### src/rtl/pipe_stage_reg_pkg.sv
// Shared constants and stage-action decode for the inter-stage pipeline register.
// Latency: n/a (package only).
// Backpressure: n/a; the stall vector is decoded by resolve_act().
package pipe_stage_reg_pkg;

    localparam logic RST_ENABLE        = 1'b1;  // reset asserted level
    localparam logic STOP              = 1'b1;  // stall bit level meaning "stage stopped"
    localparam logic NOT_IN_DELAY_SLOT = 1'b0;  // delay-slot flag cleared value

    // What the register does on the coming clock edge.
    typedef enum logic [2:0] {
        ACT_RESET  = 3'd0,
        ACT_FLUSH  = 3'd1,
        ACT_BUBBLE = 3'd2,
        ACT_LOAD   = 3'd3,
        ACT_HOLD   = 3'd4
    } stage_act_e;

    // First match wins: reset, flush, then the upstream/downstream stall pair.
    // Upstream stopped while downstream runs means a bubble must be injected;
    // both stopped means the slot simply holds.
    function automatic stage_act_e resolve_act(
        input logic rst,
        input logic flush,
        input logic up_stall,
        input logic dn_stall
    );
        if (rst == RST_ENABLE)    return ACT_RESET;
        else if (flush)           return ACT_FLUSH;
        else if (up_stall != STOP) return ACT_LOAD;
        else if (dn_stall != STOP) return ACT_BUBBLE;
        else                      return ACT_HOLD;
    endfunction

endpackage

### src/rtl/pipe_stage_reg_sat_counter.sv
// Saturating up-counter for stall profiling: sticks at all-ones instead of wrapping.
// Latency: 1 cycle from inc/clr to q.
// Backpressure: none; rst beats clr, clr beats inc.
// Ports: clk, rst (sync, active-high), clr (sync clear), inc (count enable), q (count).
module sat_counter #(
    parameter int W = 16
) (
    input  logic         clk,
    input  logic         rst,
    input  logic         clr,
    input  logic         inc,
    output logic [W-1:0] q
);

    localparam logic [W-1:0] ONE = W'(1);

    logic [W-1:0] r_q;

    always_ff @(posedge clk) begin
        if (rst) begin
            r_q <= '0;
        end else if (clr) begin
            r_q <= '0;
        end else if (inc && (r_q != '1)) begin
            r_q <= r_q + ONE;
        end
    end

    assign q = r_q;

endmodule

### src/rtl/pipe_stage_reg.sv
// Inter-stage pipeline register with valid, delay-slot tracking and bubble/hold profiling counters.
// Latency: 1 cycle on load; all outputs registered.
// Backpressure: stall[STAGE]/stall[STAGE+1] select load, bubble or hold; flush and rst override stall.
// Ports:
//   clk, rst (sync active-high), stall[STALL_W], flush, cnt_clr
//   in_valid, in_data, in_is_in_delayslot, next_inst_in_delayslot_i  (from upstream stage)
//   out_valid, out_data, out_is_in_delayslot                           (to downstream stage)
//   is_in_delayslot_o  (next-delay-slot flag returned upstream)
//   bubble_cnt, hold_cnt  (saturating profiling counters)
module pipe_stage_reg #(
    parameter int                DATA_W      = 64,
    parameter int                STALL_W     = 6,
    parameter int                STAGE       = 2,
    parameter logic [DATA_W-1:0] NOP_PAYLOAD = '0,
    parameter int                CNT_W       = 16
) (
    input  logic               clk,
    input  logic               rst,
    input  logic [STALL_W-1:0] stall,
    input  logic               flush,
    input  logic               cnt_clr,
    input  logic               in_valid,
    input  logic [DATA_W-1:0]  in_data,
    input  logic               in_is_in_delayslot,
    input  logic               next_inst_in_delayslot_i,
    output logic               out_valid,
    output logic [DATA_W-1:0]  out_data,
    output logic               out_is_in_delayslot,
    output logic               is_in_delayslot_o,
    output logic [CNT_W-1:0]   bubble_cnt,
    output logic [CNT_W-1:0]   hold_cnt
);

    import pipe_stage_reg_pkg::*;

    // The downstream stall bit must exist in the vector.
    if (STAGE + 1 >= STALL_W) begin : g_bad_stage
        $error("pipe_stage_reg: STAGE+1 (%0d) must be below STALL_W (%0d)", STAGE + 1, STALL_W);
    end

    stage_act_e        w_act;
    logic              w_bubble_inc;
    logic              w_hold_inc;
    logic              w_unused_stall;

    logic              r_valid;
    logic [DATA_W-1:0] r_data;
    logic              r_ds;
    logic              r_next_ds;

    assign w_act        = resolve_act(rst, flush, stall[STAGE], stall[STAGE+1]);
    assign w_bubble_inc = (w_act == ACT_BUBBLE);
    assign w_hold_inc   = (w_act == ACT_HOLD);

    // Only two stall bits matter here; the rest of the vector belongs to other stages.
    assign w_unused_stall = ^stall;

    always_ff @(posedge clk) begin
        case (w_act)
            ACT_RESET, ACT_FLUSH: begin
                r_valid   <= 1'b0;
                r_data    <= NOP_PAYLOAD;
                r_ds      <= NOT_IN_DELAY_SLOT;
                r_next_ds <= NOT_IN_DELAY_SLOT;
            end
            ACT_BUBBLE: begin
                // r_next_ds is held: a branch stalled upstream must keep marking
                // its delay slot once it finally advances.
                r_valid <= 1'b0;
                r_data  <= NOP_PAYLOAD;
                r_ds    <= NOT_IN_DELAY_SLOT;
            end
            ACT_LOAD: begin
                // Payload loads regardless of in_valid; consumers qualify with out_valid.
                r_valid   <= in_valid;
                r_data    <= in_data;
                r_ds      <= in_is_in_delayslot;
                r_next_ds <= next_inst_in_delayslot_i;
            end
            default: begin
                // ACT_HOLD: every output keeps its value.
            end
        endcase
    end

    assign out_valid           = r_valid;
    assign out_data            = r_data;
    assign out_is_in_delayslot = r_ds;
    assign is_in_delayslot_o   = r_next_ds;

    sat_counter #(.W(CNT_W)) u_bubble_cnt (
        .clk (clk),
        .rst (rst),
        .clr (cnt_clr),
        .inc (w_bubble_inc),
        .q   (bubble_cnt)
    );

    sat_counter #(.W(CNT_W)) u_hold_cnt (
        .clk (clk),
        .rst (rst),
        .clr (cnt_clr),
        .inc (w_hold_inc),
        .q   (hold_cnt)
    );

endmodule

### config.mk
export PLATFORM = sky130hd
export DESIGN_NAME = pipe_stage_reg
export DESIGN_NICKNAME = d
export VERILOG_FILES = /design/src/rtl/pipe_stage_reg_pkg.sv /design/src/rtl/pipe_stage_reg_sat_counter.sv /design/src/rtl/pipe_stage_reg.sv
export SDC_FILE = /design/constraint.sdc
export NUM_CORES = 1
export LEC_CHECK = 0
export BUFFER_PORTS_ARGS = -buffer_cell sky130_fd_sc_hd__buf_2
export CORE_UTILIZATION = 43
export CTS_CLUSTER_DIAMETER = 80
export DETAILED_ROUTE_END_ITERATION = 10
export HOLD_SLACK_MARGIN = 0.08
export MAX_ROUTING_LAYER = met4
export PLACE_DENSITY = 0.76
export SYNTH_ARGS = -nofsm -noshare
export SYNTH_HDL_FRONTEND = slang
export SYNTH_SLANG_ARGS = --single-unit
### constraint.sdc
create_clock -name clk -period 4.29 [get_ports clk]
set_clock_uncertainty 0.15 [all_clocks]
set_input_delay 0.858 -clock clk [delete_from_list [all_inputs] [get_ports clk]]
set_output_delay 0.858 -clock clk [all_outputs]
set_load 0.005 [all_outputs]
==> impl_metrics.csv <==
group,metric,value,unit
logic_synthesis,synth_top_flop_cell,"edfxtp_1",
layout,diodes,0,
timing,whs,353.2,ps
setup_path,path_class,"in -> reg",
run_status,status,"completed",
logic_synthesis,synthArstFlopShare,0,%
logic_synthesis,synth_seq_cells,99,
layout,drive_gt1_share,38.61,%
die,rows,35,
logic_synthesis,yosys.cell_types.count,38,
placed_design,dp_slack,1095,ps
global_route,grt_pass1_vias,2998,
timing,fin_ws,1474,ps
global_route,grt_antenna_before_repair,0,
setup_path,endpoint_kind,"flop",
cts,clkLatencyLatePin,350,ps
power,ir_drop,0.1509,mV
cts,clock-sinks,99,
logic_synthesis,yosysMostFrequentCell,"and2_1",
layout,multiInputGateArea,0.001460,sq mm
die,dieArea,0.01012,sq mm
timing,hold_viol_final,0,
global_route,grt_pass1_wl,14590,um
placed_design,place_inst,631,
cts,cts_buffers,9,
logic_synthesis,synth_area,0.004179,sq mm
global_route,grt-busiest-layer,"met2",
hold_path,hp-class,"reg -> reg",
timing,min_period_over_period,65.65,%
logic_synthesis,syn_nets,423,
setup_path,cpMaxStageDelayCell,"inv_2",
drt,drc_errors,0,
drt,drt_first_iter_violations,118,
logic_synthesis,synth_common_cells,"70 x and2_1, 67 x edfxtp_1, 32 x dfxtp_1",
timing,max_freq,0.3551,GHz
cts,cts_hold_buf,0,
layout,syn2layout_area_growth,28.14,%
layout,ff_latch_area,0.002653,sq mm
timing,setup_tns,0,ps
timing,max-slew-margin-rel,20.47,%
setup_path,arrival,2700,ps
timing,rsz0062_at_grt,"false",
setup_path,crit_fanout,62,
logic_synthesis,synth_edf_count,67,
cts,cts.repair.resized,0,
layout,layout.cells.non_filler,647,
cts,htreeDepth,3,
cts,cts_tree,"done",
logic_synthesis,synthTopCellsByArea,"edfxtp_1 48%, dfxtp_1 15%, and2_1 10%",
power,powerDensity,325.1,mW/mm^2
flow_run,max_cap_violations,0,
cts,cts_root_buf,"clkbuf_8",
setup_path,cpLargestDelayFamily,"buffers and inverters",
logic_synthesis,ys_seq_area_share,63.47,%
setup_path,critPathLaunchType,"primary input",
logic_synthesis,syn_avg_cell_area,12.15,sq um
cts,cts.clk_slew.worst_paths,100,ps
cts,cts_setup_buffers,0,
placed_design,numPortBuffers,171,
setup_path,slowest_delay,830,ps
layout,fill_cells,812,
timing,finalCriticalPeriod,2816,ps
timing,maxSlewViolCount,0,
die,die_w,100.6,um
placed_design,gp_congestion,0.7865,
drt,drt_wl_total,9713,um
drt,vias,3348,
drt,dr.pass1.iters,5,
power,power.leakage,0.002422,uW
logic_synthesis,netlist.area_leader.share,48.14,%
drt,ant_nets,0,
timing,setup_violations,0,
cts,clk_path_buf_depth,2,
logic_synthesis,synthCells,344,
global_route,grt_max_degree,68,
timing,tightest_slew,1193,ps
logic_synthesis,yosysWarnings,0,
setup_path,path_buf_inv,3,
global_route,overflow,0,
global_route,grt_util_met2,32.67,%
global_route,grtUsageMet3,3.190,%
setup_path,worstPathRequired,4170,ps
die,initial_core_util,44.80,%
drt,wl_per_cell,15.01,um
setup_path,path_cells,"buf_2, and4bb_2, inv_2, buf_4",
drt,vias_per_cell,5.175,
global_route,track_usage,18.96,%
global_route,use_met1,23.13,%
die,dieHeight,100.6,um
die,core,0.009328,sq mm
layout,fin_nets,592,
placed_design,hpwl,6832,um
logic_synthesis,synth_top_cell_by_area,"edfxtp_1",
die,io_pins,176,
[layer usage]
metal,part of all wire [%],wire (um)
met2,50,4821
met4,1.1,108
met1,42,4108
met5,0,0
met3,6.9,674
[area by class of cell]
cell class	count	share of cell area (%)
multi-input combinational	227	27.27
clock buffer	9	2.313
sequential	99	49.53
clock inverter	7	1.332
inverter	2	0.1402
timing repair buffer	174	16.40
tap	129	3.014
[final timing paths]
kind / from / end / slack (ps) / cells past startpoint
worst min register to register: u_hold_cnt.q[11]$_SDFFE_PP0P_ / u_hold_cnt.q[11]$_SDFFE_PP0P_ / 350 / 2
worst max register to register: u_hold_cnt.q[0]$_SDFFE_PP0P_ / u_hold_cnt.q[6]$_SDFFE_PP0P_ / 1770 / 6
worst max-delay path: rst / out_data[26]$_SDFFCE_PP0P_ / 1470 / 4
worst min-delay path: u_hold_cnt.q[11]$_SDFFE_PP0P_ / u_hold_cnt.q[11]$_SDFFE_PP0P_ / 350 / 2
[tightest hold or removal path: cells and delay by family, from the launching register on]
family / cells / cell delay (ps)
simple gates: 1 / 60
mux: 1 / 50
flops: 1 / 350
[logic make-up (layout without fill, tap and decap cells)]
| kind of cell | Yosys count | count (layout) | share of synthesized area (%) |
|---|---|---|---|
| AOI/OAI and AO/OA | 51 | 51 | 7.725 |
| buffers and inverters | 18 | 192 | 1.856 |
| and+or+nand+nor | 170 | 170 | 25.39 |
| muxes | 4 | 4 | 0.9581 |
| adders and majority gates | 2 | 2 | 0.5987 |
| DFF | 99 | 99 | 63.47 |
[metrics by stage]
stage	total power (uW)	instance area, sq um	util, %
floorplan	1115	4179	-
global placement	1185	5160	55.32
detailed placement	1188	5160	55.32
CTS	1763	5355	57.41
global route	1804	5355	57.41
finish	1741	5355	57.41
[power breakdown]
| group | leakage [uW] | internal (uW) | switching, uW |
|---|---|---|---|
| combinational | 0.00128 | 56.1 | 53.2 |
| clock | 0.0000926 | 227 | 349 |
| sequential | 0.00105 | 1050 | 8.49 |
| total | 0.00242 | 1330 | 411 |
[sequential cells by signal, indices dropped and copies added (netlist names)]
register,count
out_is_in_delayslot,1
u_hold_cnt.q,16
u_bubble_cnt.q,16
out_data,64
out_valid,1
is_in_delayslot_o,1
[layout by cell type (no fill, tap or decap), types with 5 or more instances in the layout]
cell type and instances:
and4_1 9, clkbuf_8 9, dfxtp_1 32, o31ai_1 10, o21ai_0 8, and2_1 70
nand2_1 16, or3_1 10, nor3_1 9, edfxtp_1 67, a21oi_1 20, nor2_1 5
or4_1 12, nand4_1 11, nand3_1 11, buf_2 171
Note: power is estimated with default switching activity, not from simulation.
